`src/rtl/de_pipeline_reg.sv`:
```
// Decode->Execute pipeline register: captures D fields, turns kill/bubble requests into NOPs,
// and flags hazard livelock. Optional perf counters under `DE_PERF_CNT_EN.
module de_pipeline_reg #(
   parameter int MAX_BUBBLE = 8,
   parameter int CNT_W      = 4
) (
   input  logic             clk,
   input  logic             reset,
   input  logic             stall,
   input  logic             cannot_calcpc,
   input  logic             flushE,
   input  logic             validD,
   input  logic [31:0]      pcD,
   input  logic [31:0]      reg_data1D,
   input  logic [31:0]      reg_data2D,
   input  logic [31:0]      immD,
   input  logic [4:0]       rs1D,
   input  logic [4:0]       rs2D,
   input  logic [4:0]       rdD,
   input  logic [3:0]       alu_ctrlD,
   input  logic             alu_srcD,
   input  logic             reg_writeD,
   input  logic [2:0]       mem_loadD,
   input  logic [1:0]       mem_writeD,
   output logic             validE,
   output logic [31:0]      pcE,
   output logic [31:0]      reg_data1E,
   output logic [31:0]      reg_data2E,
   output logic [31:0]      immE,
   output logic [4:0]       rs1E,
   output logic [4:0]       rs2E,
   output logic [4:0]       rdE,
   output logic [3:0]       alu_ctrlE,
   output logic             alu_srcE,
   output logic             reg_writeE,
   output logic [2:0]       mem_loadE,
   output logic [1:0]       mem_writeE,
   output logic [CNT_W-1:0] bubble_cntE,
   output logic             deadlockE
`ifdef DE_PERF_CNT_EN
   ,
   output logic [31:0]      perf_bubbleE,
   output logic [31:0]      perf_flushE
`endif
);

   typedef struct packed {
      logic        valid;
      logic [31:0] pc;
      logic [31:0] data1;
      logic [31:0] data2;
      logic [31:0] imm;
      logic [4:0]  rs1;
      logic [4:0]  rs2;
      logic [4:0]  rd;
      logic [3:0]  alu_ctrl;
      logic        alu_src;
      logic        reg_write;
      logic [2:0]  mem_load;
      logic [1:0]  mem_write;
   } de_t;

   de_t              de_d, de_q;
   logic [CNT_W-1:0] cnt_d, cnt_q;
   logic             deadlock_d, deadlock_q;
   logic             kill, bubble;

   assign kill   = flushE;
   assign bubble = !flushE && (stall || cannot_calcpc);

   always_comb begin
      de_d       = de_q;
      cnt_d      = '0;
      deadlock_d = deadlock_q;
      if (!kill && !bubble) begin
         de_d.valid     = validD;
         de_d.pc        = pcD;
         de_d.data1     = reg_data1D;
         de_d.data2     = reg_data2D;
         de_d.imm       = immD;
         de_d.rs1       = rs1D;
         de_d.rs2       = rs2D;
         de_d.alu_ctrl  = alu_ctrlD;
         de_d.alu_src   = alu_srcD;
         // A non-valid slot must never match downstream forwarding/hazard compares.
         de_d.rd        = validD ? rdD        : 5'd0;
         de_d.reg_write = validD ? reg_writeD : 1'b0;
         de_d.mem_load  = validD ? mem_loadD  : 3'd0;
         de_d.mem_write = validD ? mem_writeD : 2'd0;
      end else begin
         de_d.valid     = 1'b0;
         de_d.rd        = 5'd0;
         de_d.reg_write = 1'b0;
         de_d.mem_load  = 3'd0;
         de_d.mem_write = 2'd0;
      end
      if (bubble)
         cnt_d = (cnt_q == '1) ? cnt_q : cnt_q + CNT_W'(1);
      if (bubble && cnt_d == CNT_W'(MAX_BUBBLE))
         deadlock_d = 1'b1;
   end

   always_ff @(posedge clk or posedge reset) begin
      if (reset) begin
         de_q       <= '0;
         cnt_q      <= '0;
         deadlock_q <= 1'b0;
      end else begin
         de_q       <= de_d;
         cnt_q      <= cnt_d;
         deadlock_q <= deadlock_d;
      end
   end

`ifdef DE_PERF_CNT_EN
   logic [31:0] perf_bubble_d, perf_bubble_q;
   logic [31:0] perf_flush_d, perf_flush_q;

   always_comb begin
      perf_bubble_d = perf_bubble_q + {31'd0, bubble};
      perf_flush_d  = perf_flush_q + {31'd0, kill};
   end

   always_ff @(posedge clk or posedge reset) begin
      if (reset) begin
         perf_bubble_q <= '0;
         perf_flush_q  <= '0;
      end else begin
         perf_bubble_q <= perf_bubble_d;
         perf_flush_q  <= perf_flush_d;
      end
   end

   assign perf_bubbleE = perf_bubble_q;
   assign perf_flushE  = perf_flush_q;
`endif

   assign validE      = de_q.valid;
   assign pcE         = de_q.pc;
   assign reg_data1E  = de_q.data1;
   assign reg_data2E  = de_q.data2;
   assign immE        = de_q.imm;
   assign rs1E        = de_q.rs1;
   assign rs2E        = de_q.rs2;
   assign rdE         = de_q.rd;
   assign alu_ctrlE   = de_q.alu_ctrl;
   assign alu_srcE    = de_q.alu_src;
   assign reg_writeE  = de_q.reg_write;
   assign mem_loadE   = de_q.mem_load;
   assign mem_writeE  = de_q.mem_write;
   assign bubble_cntE = cnt_q;
   assign deadlockE   = deadlock_q;

endmodule
```
`config.mk`:
```
export PLATFORM = sky130hd
export DESIGN_NAME = de_pipeline_reg
export DESIGN_NICKNAME = d
export VERILOG_FILES = /design/src/rtl/de_pipeline_reg.sv
export SDC_FILE = /design/constraint.sdc
export NUM_CORES = 1
export LEC_CHECK = 0
export ABC_AREA = 1
export CELL_PAD_IN_SITES_DETAIL_PLACEMENT = 0
export CELL_PAD_IN_SITES_GLOBAL_PLACEMENT = 1
export CORE_MARGIN = 4
export CORE_UTILIZATION = 25
export DETAILED_ROUTE_END_ITERATION = 12
export PLACE_DENSITY = 0.79
export SYNTH_ARGS = -nofsm -noshare
export SYNTH_HDL_FRONTEND = slang
export SYNTH_SLANG_ARGS = --single-unit
```
`constraint.sdc`:
```
create_clock -name clk -period 5.4 [get_ports clk]
set_input_delay 1.08 -clock clk [delete_from_list [all_inputs] [get_ports clk]]
set_output_delay 1.08 -clock clk [all_outputs]
set_load 0.01 [all_outputs]
```
==> impl_metrics.csv, run 1 <==
group,metric,value,unit
run_status,outcome,"completed",
drt,postRouteAntennaNets,0,
yosys,ys_seq_area_share,65.7,%
drt,drc,0,
drt,wl_per_cell,14.5,µm
critical_path,cp.required,4320,ps
timing,setup_tns,0,ps
clock_network,clk_latency,420,ps
critical_path,crit_chain,"clkdlybuf4s50_1",
yosys,yosysUniqueCellTypes,16,
timing,grt_setup_unrepaired,"false",
critical_path,r2r_cells,6,
timing,clock_skew,1.55,ps
critical_path,cpPeakStageDelay,590,ps
cells_and_area,layout.nets,1153,
clock_network,cts_resized,0,
yosys,synthesis.nets,844,
clock_network,cts_htree_levels,4,
clock_network,cts_buffer_depth,2,
critical_path,cp_data_arrival_time,1480,ps
yosys,synth.avg_cell_area,8.93,µm²
drt,num_vias,5309,
drt,drt-vias-per-instance,4.01,
yosys,synth_seq_cells,160,
global_route,use_met1,17.2,%
floorplanning,dieArea,26900,µm²
global_route,met3_usage,6.30,%
clock_network,clk_pin_slew,70,ps
drt,drt_wl_total,19300,µm
critical_path,rrSetupSlack,4100,ps
timing,max_freq,390,MHz
global_route,grt_util_all_layers,13.9,%
worst_hold_path,hp-class,"register to register",
place,globalplace.congestion,0.730,
cells_and_area,fill_cells,2287,
timing,worstMarginPinSlew,757,ps
global_route,first_global_vias,5423,
cells_and_area,drive_above_1_share,3.78,%
global_route,grt.overflow.total,0,
pwr,total_leakage_power,4.89,nW
drt,drt-pass1-iter-count,5,
global_route,top_usage_layer,"met2",
global_route,grt_max_degree,155,
floorplanning,initial_core_util,25.7,%
place,dp_hpwl,13100,µm
global_route,antenna_found_initial,1,
critical_path,slowest_stage,"clkdlybuf4s50_1",
clock_network,cts_hold_buf,0,
critical_path,path_class,"register to output pin",
yosys,synth_warnings,0,
critical_path,worst-path-stages,1,
worst_hold_path,min_delay_path_depth,2,
critical_path,crit_family,"buffers and inverters",
timing,finalMaxSlewViolations,0,
pwr,ir_worst_vdd,166,µV
flow_run,max_cap_violations,0,
timing,finalSetupViolations,0,
clock_network,postCtsSetupBuffers,0,
place,portBuffers,319,
timing,slew-limit-headroom,49.5,%
pwr,power.density,338,nW/µm²
floorplanning,io_pins,320,
cells_and_area,area_growth_syn_to_layout,65.6,%
global_route,gr-usage-met2,22.1,%
floorplanning,core,23800,µm²
clock_network,cts-root-buf,"clkbuf_16",
floorplanning,die_w,164,µm
critical_path,end_kind,"output pin",
global_route,grt_pass1_wl,29500,µm
yosys,syn-cell-area,6100,µm²
critical_path,crit_buf_inv,1,
clock_network,cts_tree,"built",
critical_path,startpoint_type,"register",
critical_path,critPathMaxFanout,8,
yosys,postSynthCellCount,683,
clock_network,clock-sinks,160,
timing,finalHoldViolCount,0,
drt,drt_iter0_markers,299,
pwr,total_power,3.41,mW
clock_network,cts_buffers,17,
timing,post-route-period-util,47.4,%
timing,fin_crit,2560,ps
floorplanning,die_h,164,µm
floorplanning,std_cell_rows,56,
-- stage by stage --
stage | utilization [%] | cells | hold WS, ps | setup WS [ps] | area (µm²)
final | 42.5 | 1325 | 474 | 2840 | 10100
after global routing | 42.5 | 1325 | 500 | 2770 | 10100
after global placement | 40.2 | 1292 | 460 | 2780 | 9550
after CTS | 42.5 | 1324 | 482 | 2800 | 10100
after floorplan | - | 683 | 503 | 0.0844 | 6100
after detailed placement | 40.2 | 1292 | 464 | 2760 | 9550
-- layer usage --
metal | share of wire (%) | wire length (µm)
met5 | 0 | 0
met1 | 43 | 8280
met3 | 11 | 2170
met2 | 45 | 8690
met4 | 0.65 | 126
-- path summary, 6_finish.rpt --
path	start	endpoint
worst max register to register	bubble_cntE[0]	deadlockE
worst min register to register	reg_data1E[23]	reg_data1E[23]
max in group asynchronous	reset	reg_data2E[12]
min in group asynchronous	reset	rdE[3]
worst min-delay path	reg_data1E[23]	reg_data1E[23]
worst max-delay path	bubble_cntE[2]	bubble_cntE[2]
-- Yosys cell counts --
cell type	number	area, µm²
o21ai_0	1	5.00
nor2_2	1	6.26
nand3_1	4	20.0
buf_4	7	52.6
buf_2	18	90.1
nand2_1	452	1700
ha_1	1	12.5
nor2_1	16	60.1
dfrtp_1	160	4000
inv_2	1	3.75
inv_1	10	37.5
buf_6	7	78.8
a21oi_1	1	5.00
nand4_1	2	12.5
clkbuf_1	1	3.75
o21a_1	1	7.51
-- kinds of logic (layout without fill, tap and decap cells) --
family | count (synthesis) | after routing | synth area share, %
other | 0 | 1 | 0
and+or+nand+nor | 475 | 475 | 29.5
AOI/OAI and AO/OA | 3 | 3 | 0.287
buffers and inverters | 44 | 366 | 4.37
DFF | 160 | 160 | 65.7
adders and majority gates | 1 | 1 | 0.205
-- power breakdown --
| part | leakage (nW) | total (mW) | internal [mW] | switching, mW |
|---|---|---|---|---|
| clock network | 0.248 | 1.14 | 0.610 | 0.525 |
| registers | 2.01 | 1.47 | 1.37 | 0.0968 |
| logic | 2.63 | 0.804 | 0.469 | 0.335 |
-- placed cells by master (no fill, tap or decap) --
master,count
clkdlybuf4s50_1,319
inv_6,4
nand3_1,4
nor2_1,16
o21a_1,1
nand2_1,451
dfrtp_1,160
inv_8,1
clkbuf_16,17
o21ai_0,1
inv_4,1
ha_1,1
nor2_2,1
clkinv_4,2
a21oi_1,1
buf_12,3
clkinvlp_4,6
inv_1,9
diode_2,1
nand2_4,1
buf_4,1
clkbuf_8,1
nand4_1,2
clkbuf_1,2
-- state kept, by name, indices dropped and copies added (netlist names) --
name,count
validE,1
reg_data1E,32
pcE,32
alu_ctrlE,4
deadlockE,1
reg_data2E,32
reg_writeE,1
rs1E,5
rdE,5
immE,32
mem_writeE,2
rs2E,5
alu_srcE,1
bubble_cntE,4
mem_loadE,3
-- final cells by class --
cell class              instances  area [µm²]  share of cell area [%]
repair buffers                323        3260                    32.3
well taps                     319         399                    3.95
multi-input cells             479        1830                    18.2
clock buffers                  20         447                    4.42
clock inverters                12         100                   0.992
flip-flops and latches        160        4000                    39.7
inverters                      11        48.8                   0.483
diodes                          1        2.50                  0.0248
Note: power is estimated with default switching activity, not from simulation.
==> run 2, diff against run 1 <==
clock period = 2.05 ns   (was 5.4 ns; I/O delays follow)
==> impl_metrics.csv, run 2 (synthesis results as in run 1) <==
group,metric,value,unit
critical_path,worstSetupStartpoint,"bubble_cntE[2]",
timing,max_freq,527,MHz
cells_and_area,diodes,0,
pwr,internal_power,6.57,mW
critical_path,r2r_cells,6,
floorplanning,std_cell_rows,56,
critical_path,cp.required,1640,ps
critical_path,cpPeakStageDelay,620,ps
pwr,ir_worst_vdd,477,µV
global_route,grt.overflow.total,0,
clock_network,cts_hold_buf,0,
pwr,power.density,892,nW/µm²
floorplanning,die_h,164,µm
pwr,pwr-share-seq,42.3,%
pwr,switchingPower,2.55,mW
timing,slew-limit-headroom,74.5,%
critical_path,r2r_start,"bubble_cntE[0]",
clock_network,cts-root-buf,"clkbuf_16",
cells_and_area,stdcell_count,1333,
drt,drc,0,
critical_path,crit_chain,"clkdlybuf4s50_1",
cells_and_area,final_common_cell,"nand2_1",
critical_path,critPathMaxFanout,8,
drt,drt_wl_total,19100,µm
place,portBuffers,319,
critical_path,cp_data_arrival_time,1490,ps
cells_and_area,most-common-layout-cells,"nand2_1 (451), clkdlybuf4s50_1 (319), dfrtp_1 (160)",
global_route,top_usage_layer,"met2",
clock_network,cts_tree,"built",
global_route,met3_usage,5.82,%
drt,drt-vias-per-instance,4.03,
cells_and_area,fill_cells,2309,
pwr,total_power,9.12,mW
place,placedCellCount,1301,
global_route,gr-usage-met2,23.1,%
global_route,first_global_vias,5340,
global_route,antenna_found_initial,0,
critical_path,worst-path-stages,1,
clock_network,cts_resized,0,
timing,finalSetupViolations,0,
floorplanning,core,23800,µm²
drt,postRouteAntennaNets,0,
cells_and_area,area_growth_syn_to_layout,67.8,%
place,dp_hpwl,13700,µm
timing,clock_skew,8.99,ps
floorplanning,io_pins,320,
pwr,power_frac_clock,34.2,%
critical_path,crit_family,"buffers and inverters",
timing,fin_crit,1900,ps
clock_network,cts_htree_levels,4,
cells_and_area,layout.nets,1162,
clock_network,cts_buffers,17,
floorplanning,dieArea,26900,µm²
cells_and_area,fin_util,43.1,%
global_route,grt_util_all_layers,13.9,%
pwr,total_leakage_power,4.98,nW
run_status,outcome,"completed",
drt,drt-pass1-iter-count,5,
drt,wl_per_cell,14.3,µm
floorplanning,die_w,164,µm
cells_and_area,drive_above_1_share,4.83,%
pwr,combPwrFrac,23.5,%
clock_network,clk_pin_slew,60,ps
global_route,use_met1,16.7,%
drt,drt_iter0_markers,243,
timing,finalMaxSlewViolations,0,
timing,post-route-period-util,92.5,%
timing,grt_setup_unrepaired,"false",
critical_path,crit_buf_inv,1,
place,globalplace.congestion,0.790,
critical_path,startpoint_type,"register",
timing,finalHoldViolCount,0,
critical_path,slowest_stage,"clkdlybuf4s50_1",
clock_network,postCtsSetupBuffers,0,
global_route,grt_max_degree,77,
flow_run,max_cap_violations,0,
critical_path,end_kind,"output pin",
floorplanning,initial_core_util,25.7,%
global_route,grt_pass1_wl,29400,µm
critical_path,path_class,"register to output pin",
worst_hold_path,hp-class,"input port to async pin",
pwr,swShare,28.0,%
timing,worstMarginPinSlew,383,ps
clock_network,clock-sinks,160,
clock_network,clk_latency,410,ps
drt,num_vias,5369,
clock_network,cts_buffer_depth,2,
[run 2: cell count changes in the layout (fill, tap and decap cells not counted)]
cell and delta:
buf_4 +6, inv_6 +1, clkbuf_8 +2, buf_12 +3, diode_2 -1, inv_8 +3, clkinvlp_4 -4, clkbuf_1 -2
[run 2: path summary, 6_finish.rpt]
| path | to | slack (ps) |
|---|---|---|
| max | bubble_cntE[2] | 150 |
| min | reg_data1E[0] | 330 |
| max reg2reg | deadlockE | 780 |
| min reg2reg | immE[0] | 480 |
| max in group asynchronous | immE[21] | 1100 |
| min in group clk | immE[0] | 480 |
[run 2: final cells by class]
class	count	area, µm²	share of cell area (%)
tap	319	399	3.90
clock buffer	20	467	4.56
timing repair buffer	332	3370	32.9
inverter	11	47.5	0.465
multi-input combinational	479	1830	17.9
sequential	160	4000	39.1
clock inverter	12	114	1.11
[run 2: stage by stage]
step                      TNS, ps  hold WS (ps)  worst slack [ps]  area [µm²]
after floorplan            -62210           503              -389        6100
after global placement          0           461               212        9650
after detailed placement        0           464               175        9650
after CTS                       0           311               120       10200
after global routing            0           320              67.7       10200
final                           0           331               154       10200
[run 2: power by group through the flow]
stage	sequential [mW]	clock [mW]	combinational [mW]
CTS	3.87	3.25	2.19
global placement	3.91	0	2.17
detailed placement	3.91	0	2.18
global route	3.93	3.39	2.34
finish	3.86	3.12	2.14
floorplan	4.13	0	0.507
[run 2: routing by layer]
metal / vias to the layer above / routed length [µm]
met3: 13 / 1920
met4: 0 / 161
met1: 2454 / 7790
met2: 216 / 9240
li1: 2686 / -
met5: - / 0
